### src/rtl/uart_event_reporter_if.sv
// Byte-transmitter handshake between the event reporter and a uart_tx-style sender.
// The reporter drives data and the send strobe; the transmitter answers with busy.
interface uart_event_reporter_if;
  logic [7:0] tx_data;
  logic       tx_send;
  logic       tx_busy;

  modport master (output tx_data, output tx_send, input tx_busy);
  modport slave  (input tx_data, input tx_send, output tx_busy);
endinterface

### src/rtl/uart_event_reporter.sv
// Formats game-state change events and a periodic heartbeat into ASCII messages,
// queues them in a byte FIFO and drains the FIFO into a byte transmitter.
module uart_event_reporter #(
  parameter int unsigned N_CELLS     = 9,
  parameter int unsigned CELL_W      = 4,
  parameter int unsigned DEPTH       = 16,
  parameter int unsigned HB_INTERVAL = 50_000_000
) (
  input  logic                       clk,
  input  logic                       reset,
  input  logic                       enable,
  input  logic [CELL_W-1:0]          cur_cell,
  input  logic [N_CELLS-1:0]         cell_flags,
  input  logic                       win_flag,
  uart_event_reporter_if.master      tx,
  output logic [$clog2(DEPTH+1)-1:0] fifo_level,
  output logic                       overflow,
  input  logic                       clr_overflow
);

  localparam int unsigned LVL_W = $clog2(DEPTH + 1);
  localparam int unsigned PTR_W = $clog2(DEPTH);
  localparam int unsigned IDX_W = 6;
  localparam int unsigned HB_W  = (HB_INTERVAL > 2) ? $clog2(HB_INTERVAL) : 1;
  localparam logic [HB_W-1:0] HB_LAST = (HB_INTERVAL == 0) ? '0 : HB_W'(HB_INTERVAL - 1);

  typedef enum logic [1:0] {B_IDLE, B_CHECK, B_EMIT} bstate_e;
  typedef enum logic [1:0] {D_IDLE, D_GUARD, D_WAIT} dstate_e;
  typedef enum logic [2:0] {M_NONE, M_WIN, M_BOARD, M_CUR, M_HB} msg_e;

  bstate_e             bstate_q, bstate_d;
  msg_e                msg_q, msg_d, sel_msg;
  logic [IDX_W-1:0]    idx_q, idx_d;
  logic [N_CELLS-1:0]  snap_flags_q, snap_flags_d;
  logic [CELL_W-1:0]   snap_cell_q, snap_cell_d;
  logic [CELL_W-1:0]   prev_cell_q, prev_cell_d;
  logic [N_CELLS-1:0]  prev_flags_q, prev_flags_d;
  logic                prev_win_q, prev_win_d;
  logic [HB_W-1:0]     hb_cnt_q, hb_cnt_d;
  logic                ovf_q, ovf_d;

  dstate_e             dstate_q, dstate_d;
  logic [7:0]          tx_data_q, tx_data_d;
  logic                tx_send_q, tx_send_d;
  logic [PTR_W-1:0]    wr_ptr_q, wr_ptr_d, rd_ptr_q, rd_ptr_d;
  logic [LVL_W-1:0]    level_q, level_d;
  logic [7:0]          mem_q [DEPTH];

  logic                win_chg, flags_chg, cell_chg, hb_due, any_pending;
  logic                wr_en, rd_en;
  logic [7:0]          wr_byte, hex_char;
  logic [3:0]          hex_val;
  logic [N_CELLS-1:0]  flag_sh;
  logic [31:0]         msg_len, free_space;

  assign win_chg     = (win_flag != prev_win_q);
  assign flags_chg   = (cell_flags != prev_flags_q);
  assign cell_chg    = (cur_cell != prev_cell_q);
  assign hb_due      = (HB_INTERVAL != 0) && (hb_cnt_q == HB_LAST);
  assign any_pending = win_chg | flags_chg | cell_chg | hb_due;
  assign free_space  = DEPTH - 32'(level_q);

  // A falling win flag still takes a pass (as M_NONE) so prev_win is resynced without a message.
  always_comb begin
    sel_msg = M_HB;
    if (win_chg)        sel_msg = win_flag ? M_WIN : M_NONE;
    else if (flags_chg) sel_msg = M_BOARD;
    else if (cell_chg)  sel_msg = M_CUR;
  end

  always_comb begin
    case (msg_q)
      M_WIN:       msg_len = 32'd2;
      M_BOARD:     msg_len = N_CELLS + 32'd2;
      M_CUR, M_HB: msg_len = 32'd3;
      default:     msg_len = 32'd0;
    endcase
  end

  assign hex_val  = 4'(snap_cell_q);
  assign hex_char = (hex_val < 4'd10) ? (8'h30 + {4'h0, hex_val}) : (8'h37 + {4'h0, hex_val});
  assign flag_sh  = snap_flags_q >> (idx_q - IDX_W'(1));

  always_comb begin
    wr_byte = 8'h0A;
    case (msg_q)
      M_WIN: if (idx_q == '0) wr_byte = 8'h57;
      M_BOARD: begin
        if (idx_q == '0)                 wr_byte = 8'h42;
        else if (32'(idx_q) <= N_CELLS)  wr_byte = flag_sh[0] ? 8'h31 : 8'h30;
      end
      M_CUR, M_HB: begin
        if (idx_q == '0)                 wr_byte = (msg_q == M_CUR) ? 8'h50 : 8'h48;
        else if (idx_q == IDX_W'(1))     wr_byte = hex_char;
      end
      default: ;
    endcase
  end

  always_comb begin
    bstate_d     = bstate_q;
    msg_d        = msg_q;
    idx_d        = idx_q;
    snap_flags_d = snap_flags_q;
    snap_cell_d  = snap_cell_q;
    prev_cell_d  = prev_cell_q;
    prev_flags_d = prev_flags_q;
    prev_win_d   = prev_win_q;
    hb_cnt_d     = hb_cnt_q;
    ovf_d        = clr_overflow ? 1'b0 : ovf_q;
    wr_en        = 1'b0;
    if (enable && !hb_due) hb_cnt_d = hb_cnt_q + HB_W'(1);
    case (bstate_q)
      B_IDLE: begin
        if (enable && any_pending) begin
          bstate_d     = B_CHECK;
          msg_d        = sel_msg;
          idx_d        = '0;
          snap_flags_d = cell_flags;
          snap_cell_d  = cur_cell;
          if (win_chg)        prev_win_d   = win_flag;
          else if (flags_chg) prev_flags_d = cell_flags;
          else if (cell_chg)  prev_cell_d  = cur_cell;
          if (sel_msg != M_NONE) hb_cnt_d = '0;
        end
      end
      B_CHECK: begin
        if (msg_q == M_NONE) begin
          bstate_d = B_IDLE;
        end else if (free_space >= msg_len) begin
          bstate_d = B_EMIT;
        end else begin
          bstate_d = B_IDLE;
          ovf_d    = 1'b1;
        end
      end
      B_EMIT: begin
        wr_en = 1'b1;
        idx_d = idx_q + IDX_W'(1);
        if (32'(idx_q) == msg_len - 32'd1) bstate_d = B_IDLE;
      end
      default: bstate_d = B_IDLE;
    endcase
  end

  always_comb begin
    dstate_d  = dstate_q;
    tx_data_d = tx_data_q;
    tx_send_d = 1'b0;
    rd_en     = 1'b0;
    case (dstate_q)
      D_IDLE: begin
        if ((level_q != '0) && !tx.tx_busy) begin
          rd_en     = 1'b1;
          tx_data_d = mem_q[rd_ptr_q];
          tx_send_d = 1'b1;
          dstate_d  = D_GUARD;
        end
      end
      D_GUARD: dstate_d = D_WAIT;
      D_WAIT:  if (!tx.tx_busy) dstate_d = D_IDLE;
      default: dstate_d = D_IDLE;
    endcase
    wr_ptr_d = wr_ptr_q + PTR_W'(wr_en);
    rd_ptr_d = rd_ptr_q + PTR_W'(rd_en);
    level_d  = level_q;
    case ({wr_en, rd_en})
      2'b10:   level_d = level_q + LVL_W'(1);
      2'b01:   level_d = level_q - LVL_W'(1);
      default: ;
    endcase
  end

  always_ff @(posedge clk) begin
    if (wr_en) mem_q[wr_ptr_q] <= wr_byte;
  end

  always_ff @(posedge clk or posedge reset) begin
    if (reset) begin
      bstate_q     <= B_IDLE;
      msg_q        <= M_NONE;
      idx_q        <= '0;
      snap_flags_q <= '0;
      snap_cell_q  <= '0;
      prev_cell_q  <= '0;
      prev_flags_q <= '0;
      prev_win_q   <= 1'b0;
      hb_cnt_q     <= '0;
      ovf_q        <= 1'b0;
      dstate_q     <= D_IDLE;
      tx_data_q    <= '0;
      tx_send_q    <= 1'b0;
      wr_ptr_q     <= '0;
      rd_ptr_q     <= '0;
      level_q      <= '0;
    end else begin
      bstate_q     <= bstate_d;
      msg_q        <= msg_d;
      idx_q        <= idx_d;
      snap_flags_q <= snap_flags_d;
      snap_cell_q  <= snap_cell_d;
      prev_cell_q  <= prev_cell_d;
      prev_flags_q <= prev_flags_d;
      prev_win_q   <= prev_win_d;
      hb_cnt_q     <= hb_cnt_d;
      ovf_q        <= ovf_d;
      dstate_q     <= dstate_d;
      tx_data_q    <= tx_data_d;
      tx_send_q    <= tx_send_d;
      wr_ptr_q     <= wr_ptr_d;
      rd_ptr_q     <= rd_ptr_d;
      level_q      <= level_d;
    end
  end

  assign tx.tx_data = tx_data_q;
  assign tx.tx_send = tx_send_q;
  assign fifo_level = level_q;
  assign overflow   = ovf_q;

endmodule

### src/flat_wrapper.sv
// flat-port wrapper written by rule: the top's interface ports become plain ports
module uart_event_reporter_flat 
#(
  parameter int unsigned N_CELLS     = 9,
  parameter int unsigned CELL_W      = 4,
  parameter int unsigned DEPTH       = 16,
  parameter int unsigned HB_INTERVAL = 50_000_000
)
  (clk, reset, enable, cur_cell, cell_flags, win_flag, fifo_level, overflow, clr_overflow, tx_tx_data, tx_tx_send, tx_tx_busy);
  uart_event_reporter_if tx_i ();
  input  logic clk;
  input  logic reset;
  input  logic enable;
  input  logic [CELL_W-1:0] cur_cell;
  input  logic [N_CELLS-1:0] cell_flags;
  input  logic win_flag;
  output logic [$clog2(DEPTH+1)-1:0] fifo_level;
  output logic overflow;
  input  logic clr_overflow;
  output wire logic [$bits(tx_i.tx_data)-1:0] tx_tx_data;
  output wire logic [$bits(tx_i.tx_send)-1:0] tx_tx_send;
  input wire logic [$bits(tx_i.tx_busy)-1:0] tx_tx_busy;
  assign tx_tx_data = tx_i.tx_data;
  assign tx_tx_send = tx_i.tx_send;
  assign tx_i.tx_busy = tx_tx_busy;
  uart_event_reporter #(.N_CELLS(N_CELLS), .CELL_W(CELL_W), .DEPTH(DEPTH), .HB_INTERVAL(HB_INTERVAL)) u_core (.clk(clk), .reset(reset), .enable(enable), .cur_cell(cur_cell), .cell_flags(cell_flags), .win_flag(win_flag), .tx(tx_i), .fifo_level(fifo_level), .overflow(overflow), .clr_overflow(clr_overflow));
endmodule
### config.mk
export PLATFORM = sky130hd
export DESIGN_NAME = uart_event_reporter_flat
export DESIGN_NICKNAME = d
export VERILOG_FILES = /design/src/rtl/uart_event_reporter_if.sv /design/src/rtl/uart_event_reporter.sv /design/src/flat_wrapper.sv
export SDC_FILE = /design/constraint.sdc
export NUM_CORES = 1
export LEC_CHECK = 0
export BUFFER_PORTS_ARGS = -buffer_cell sky130_fd_sc_hd__buf_2
export CAP_MARGIN = 20
export CORE_ASPECT_RATIO = 0.6
export CORE_UTILIZATION = 62
export DETAILED_ROUTE_END_ITERATION = 8
export PLACE_DENSITY = 0.8
export SYNTH_ARGS = -nofsm -noshare
export SYNTH_HDL_FRONTEND = slang
export SYNTH_SLANG_ARGS = --single-unit
### constraint.sdc
create_clock -name clk -period 4 [get_ports clk]
set_input_delay 0.8 -clock clk [delete_from_list [all_inputs] [get_ports clk]]
set_output_delay 0.8 -clock clk [all_outputs]
set_load 0.1 [all_outputs]
==> results.md <==
* Final setup vio count at 0
* Max cap viols at 0
* # IOs at 34
* Ys async rst share at 44.0%
* Final WL at 19800 um
* Final net count at 746
* Register area share after synthesis at 60.8%
* FMAX at 269 MHz
* ANT nets after route at 0
* Ys Warns at 0
* Slew @ Worst Pin at 1.07 ns
* Start point of the critical path: u_core.fifo_level[0]
* WP data required at 4.35 ns
* Total track usage at 27.9%
* Routed vias at 5843
* PortBufs at 32
* Pwr/cell area at 768 nW/um^2
* Hold Path Class: in2async
* Flop pwr share at 40.8%
* Mapped Avg Cell Area at 13.8 um^2
* Post-synth cell types at 65
* Later-pin clock latency in the skew report at 0.43 ns
* Area of the core at 14000 um^2
* Rel. slew slack at 28.4%
* Reg2reg start: u_core.fifo_level[0]
* First-pass GRT wire length at 31600 um
* # DRC at 0
* Critical Path End: u_core.fifo_level[4]
* Pint at 4720 uW
* Root Driver: clkbuf_16
* Critical path launch point type: flop
* Synth-to-layout area growth at 11.1%
* Switch Pwr at 3090 uW
* Clk buf depth at 2
* Final Hold Viols at 0
* Fin Setup TNS at 0 ns
* Initial antenna violation count at 1
* FF-to-FF End: u_core.fifo_level[4]
* Post-CTS sizing at 0
* CTS clock-pin slew for the worst setup and hold paths at 0.08 ns
* Final Max Tran Viols at 0
* Vias in the first global route at 5813
* Period minus WS final at 3.72 ns
* CP Capture Type: flop
* Worst r2r path cells at 14
* Clk sinks at 200
* Hold-fix buffers at CTS at 0
* Post-Syn Area at 9150 um^2
* Number of flops mapped to enable cells by yosys at 112
* RSZ-0062 raised after global routing: no
* Top_reg_cell synth: edfxtp_1
* Starting Density at 65.2%
* Placer Congestion at 0.852
* Pin count of the biggest net entering global routing at 57
* GR Overflow Total at 0
* Yosys reg bits at 200
* Hold Worst Slack at 0.221 ns
* Skew final at 0.0125 ns
* WS Path Type: reg2reg
* CTS tree: yes
* CP max FO at 9
* Max IR drop VDD at 0.000805 V
* DIE HEIGHT at 96.1 um
* Row Count at 33
* Layout cells sized above 1 at 21.5%
* DR iter-0 viols at 755
* Lkg Pwr at 0.00389 uW
* Avg Vias per Cell at 6.41
* Syn nets at 702
* Die X at 159 um
* Die area at 15300 um^2
* Clk pwr share at 20.9%
* Diodes inserted at 0
* Pre-antenna DRT Iters at 5
* Post-Syn Instances at 663
* H-Tree Depth at 4
* Total CTS buffers at 17
* Fin crit share at 93.1%
* Logic gate share of total power at 38.3%
* Status: complete, no violations
* Critical path arrival at 4.08 ns
* Hpwl dp at 13400 um
* Post-DR wirelength/cell at 21.7 um
* Most frequent cells in the layout: edfxtp_1, dfrtp_1, nor2_1
* Postcts setup bufs at 0
* Commonest non-fill, non-tap cell in the layout: edfxtp_1
* Switch share at 39.6%
* Flop-to-flop setup slack at 0.28 ns
==> critical path, cell delays in order (launching register included) <==
cell     delay [ns]
dfrtp_1        0.45
inv_1          0.15
ha_1           0.26
nor3b_1        0.15
ha_1           0.19
or4_1          0.65
inv_1          0.19
ha_1           0.26
inv_1          0.11
fa_1           0.41
nor2b_1        0.16
o21ai_0        0.14
and3_1         0.22
nor3_1         0.18
xnor2_1        0.14
==> worst min path at each step <==
| stage | endpoint | depth (start not counted) |
|---|---|---|
| 6_report | u_core.hb_cnt_q[13] | 2 |
| 4_1_cts | u_core.dstate_q[1] | 1 |
| 2_1_floorplan | u_core.dstate_q[1] | 1 |
| 3_3_place_gp | u_core.dstate_q[1] | 1 |
| 3_5_place_dp | u_core.dstate_q[1] | 1 |
| 5_1_grt | u_core.hb_cnt_q[19] | 2 |
==> cell usage after synthesis (all sizes together) (4+ instances only) <==
cell type | count | area share [%]
nand2 | 36 | 1.5
nor4 | 6 | 0.55
or3 | 11 | 0.83
nor3 | 12 | 0.66
nand3 | 13 | 0.71
dfrtp | 88 | 24
and3 | 7 | 0.48
xnor2 | 18 | 1.7
mux2 | 26 | 3.2
mux4 | 30 | 7.4
o21ai | 33 | 1.8
a21oi | 30 | 1.7
mux2i | 18 | 2.0
ha | 19 | 2.6
o31ai | 6 | 0.49
nand4 | 16 | 1.2
nor2 | 44 | 1.8
nand2b | 5 | 0.34
nor3b | 4 | 0.33
or4 | 9 | 0.74
inv | 19 | 0.78
xor2 | 22 | 2.1
edfxtp | 112 | 37
o211ai | 6 | 0.49
and2 | 5 | 0.34
clkbuf | 15 | 0.62
buf | 11 | 0.81
==> area by class of cell <==
type	count	area, um^2
repair buffers	51	338
clock buffers	18	429
multi-input cells	417	3390
inverters	20	76.3
flip-flops and latches	200	5570
well taps	192	240
fillers	868	3870
clock inverters	14	129
==> layer usage <==
metal	vias to the layer above	global-route usage (%)	part of all wire, %
met1	2958	40.6	46
met5	-	0	0.040
met4	2	6.89	0.87
li1	2594	-	-
met3	18	6.68	7.9
met2	271	43.2	46
==> power groups by stage <==
stage	Combinational [uW]	Sequential (uW)	Clock [uW]
detailed placement	2850	3250	0
global placement	2710	3210	0
floorplan	1810	3480	0
CTS	2890	3220	1650
finish	2990	3180	1630
global route	3210	3230	1730
==> cell families (layout without fill, tap and decap cells) <==
kind of cell	Yosys count	after routing	synth area share [%]
compound gates	96	96	6.41
xor+xnor	40	40	3.83
fa+ha+maj	20	20	2.82
buf+inv	46	103	2.24
flops	200	200	60.8
mux	74	74	12.5
other cells	1	1	0.0410
simple gates	186	186	11.3
==> stage by stage <==
| step | std cells | cell area, um^2 | worst slack, ns | util, % | power, uW |
|---|---|---|---|---|---|
| detailed placement | 874 | 9530 | 0.361 | 67.9 | 6100 |
| floorplan | 663 | 9150 | 0.0208 | - | 5290 |
| finish | 912 | 10200 | 0.277 | 72.4 | 7810 |
| global placement | 874 | 9530 | 0.627 | 67.9 | 5920 |
| global route | 912 | 10200 | 0.0305 | 72.4 | 8170 |
| CTS | 906 | 10100 | 0.332 | 71.9 | 7750 |
==> registers in the layout (all words and copies together), names as in the netlist <==
register             cells
u_core.bstate_q          2
u_core.dstate_q          2
u_core.fifo_level        5
u_core.hb_cnt_q         26
u_core.hex_val           4
u_core.idx_q             6
u_core.mem_q           112
u_core.msg_q             3
u_core.overflow          1
u_core.prev_cell_q       4
u_core.prev_flags_q      9
u_core.prev_win_q        1
u_core.rd_ptr_q          4
u_core.snap_flags_q      9
u_core.tx.tx_data        7
u_core.tx.tx_send        1
u_core.wr_ptr_q          4
(Power assumes the default switching activity.)
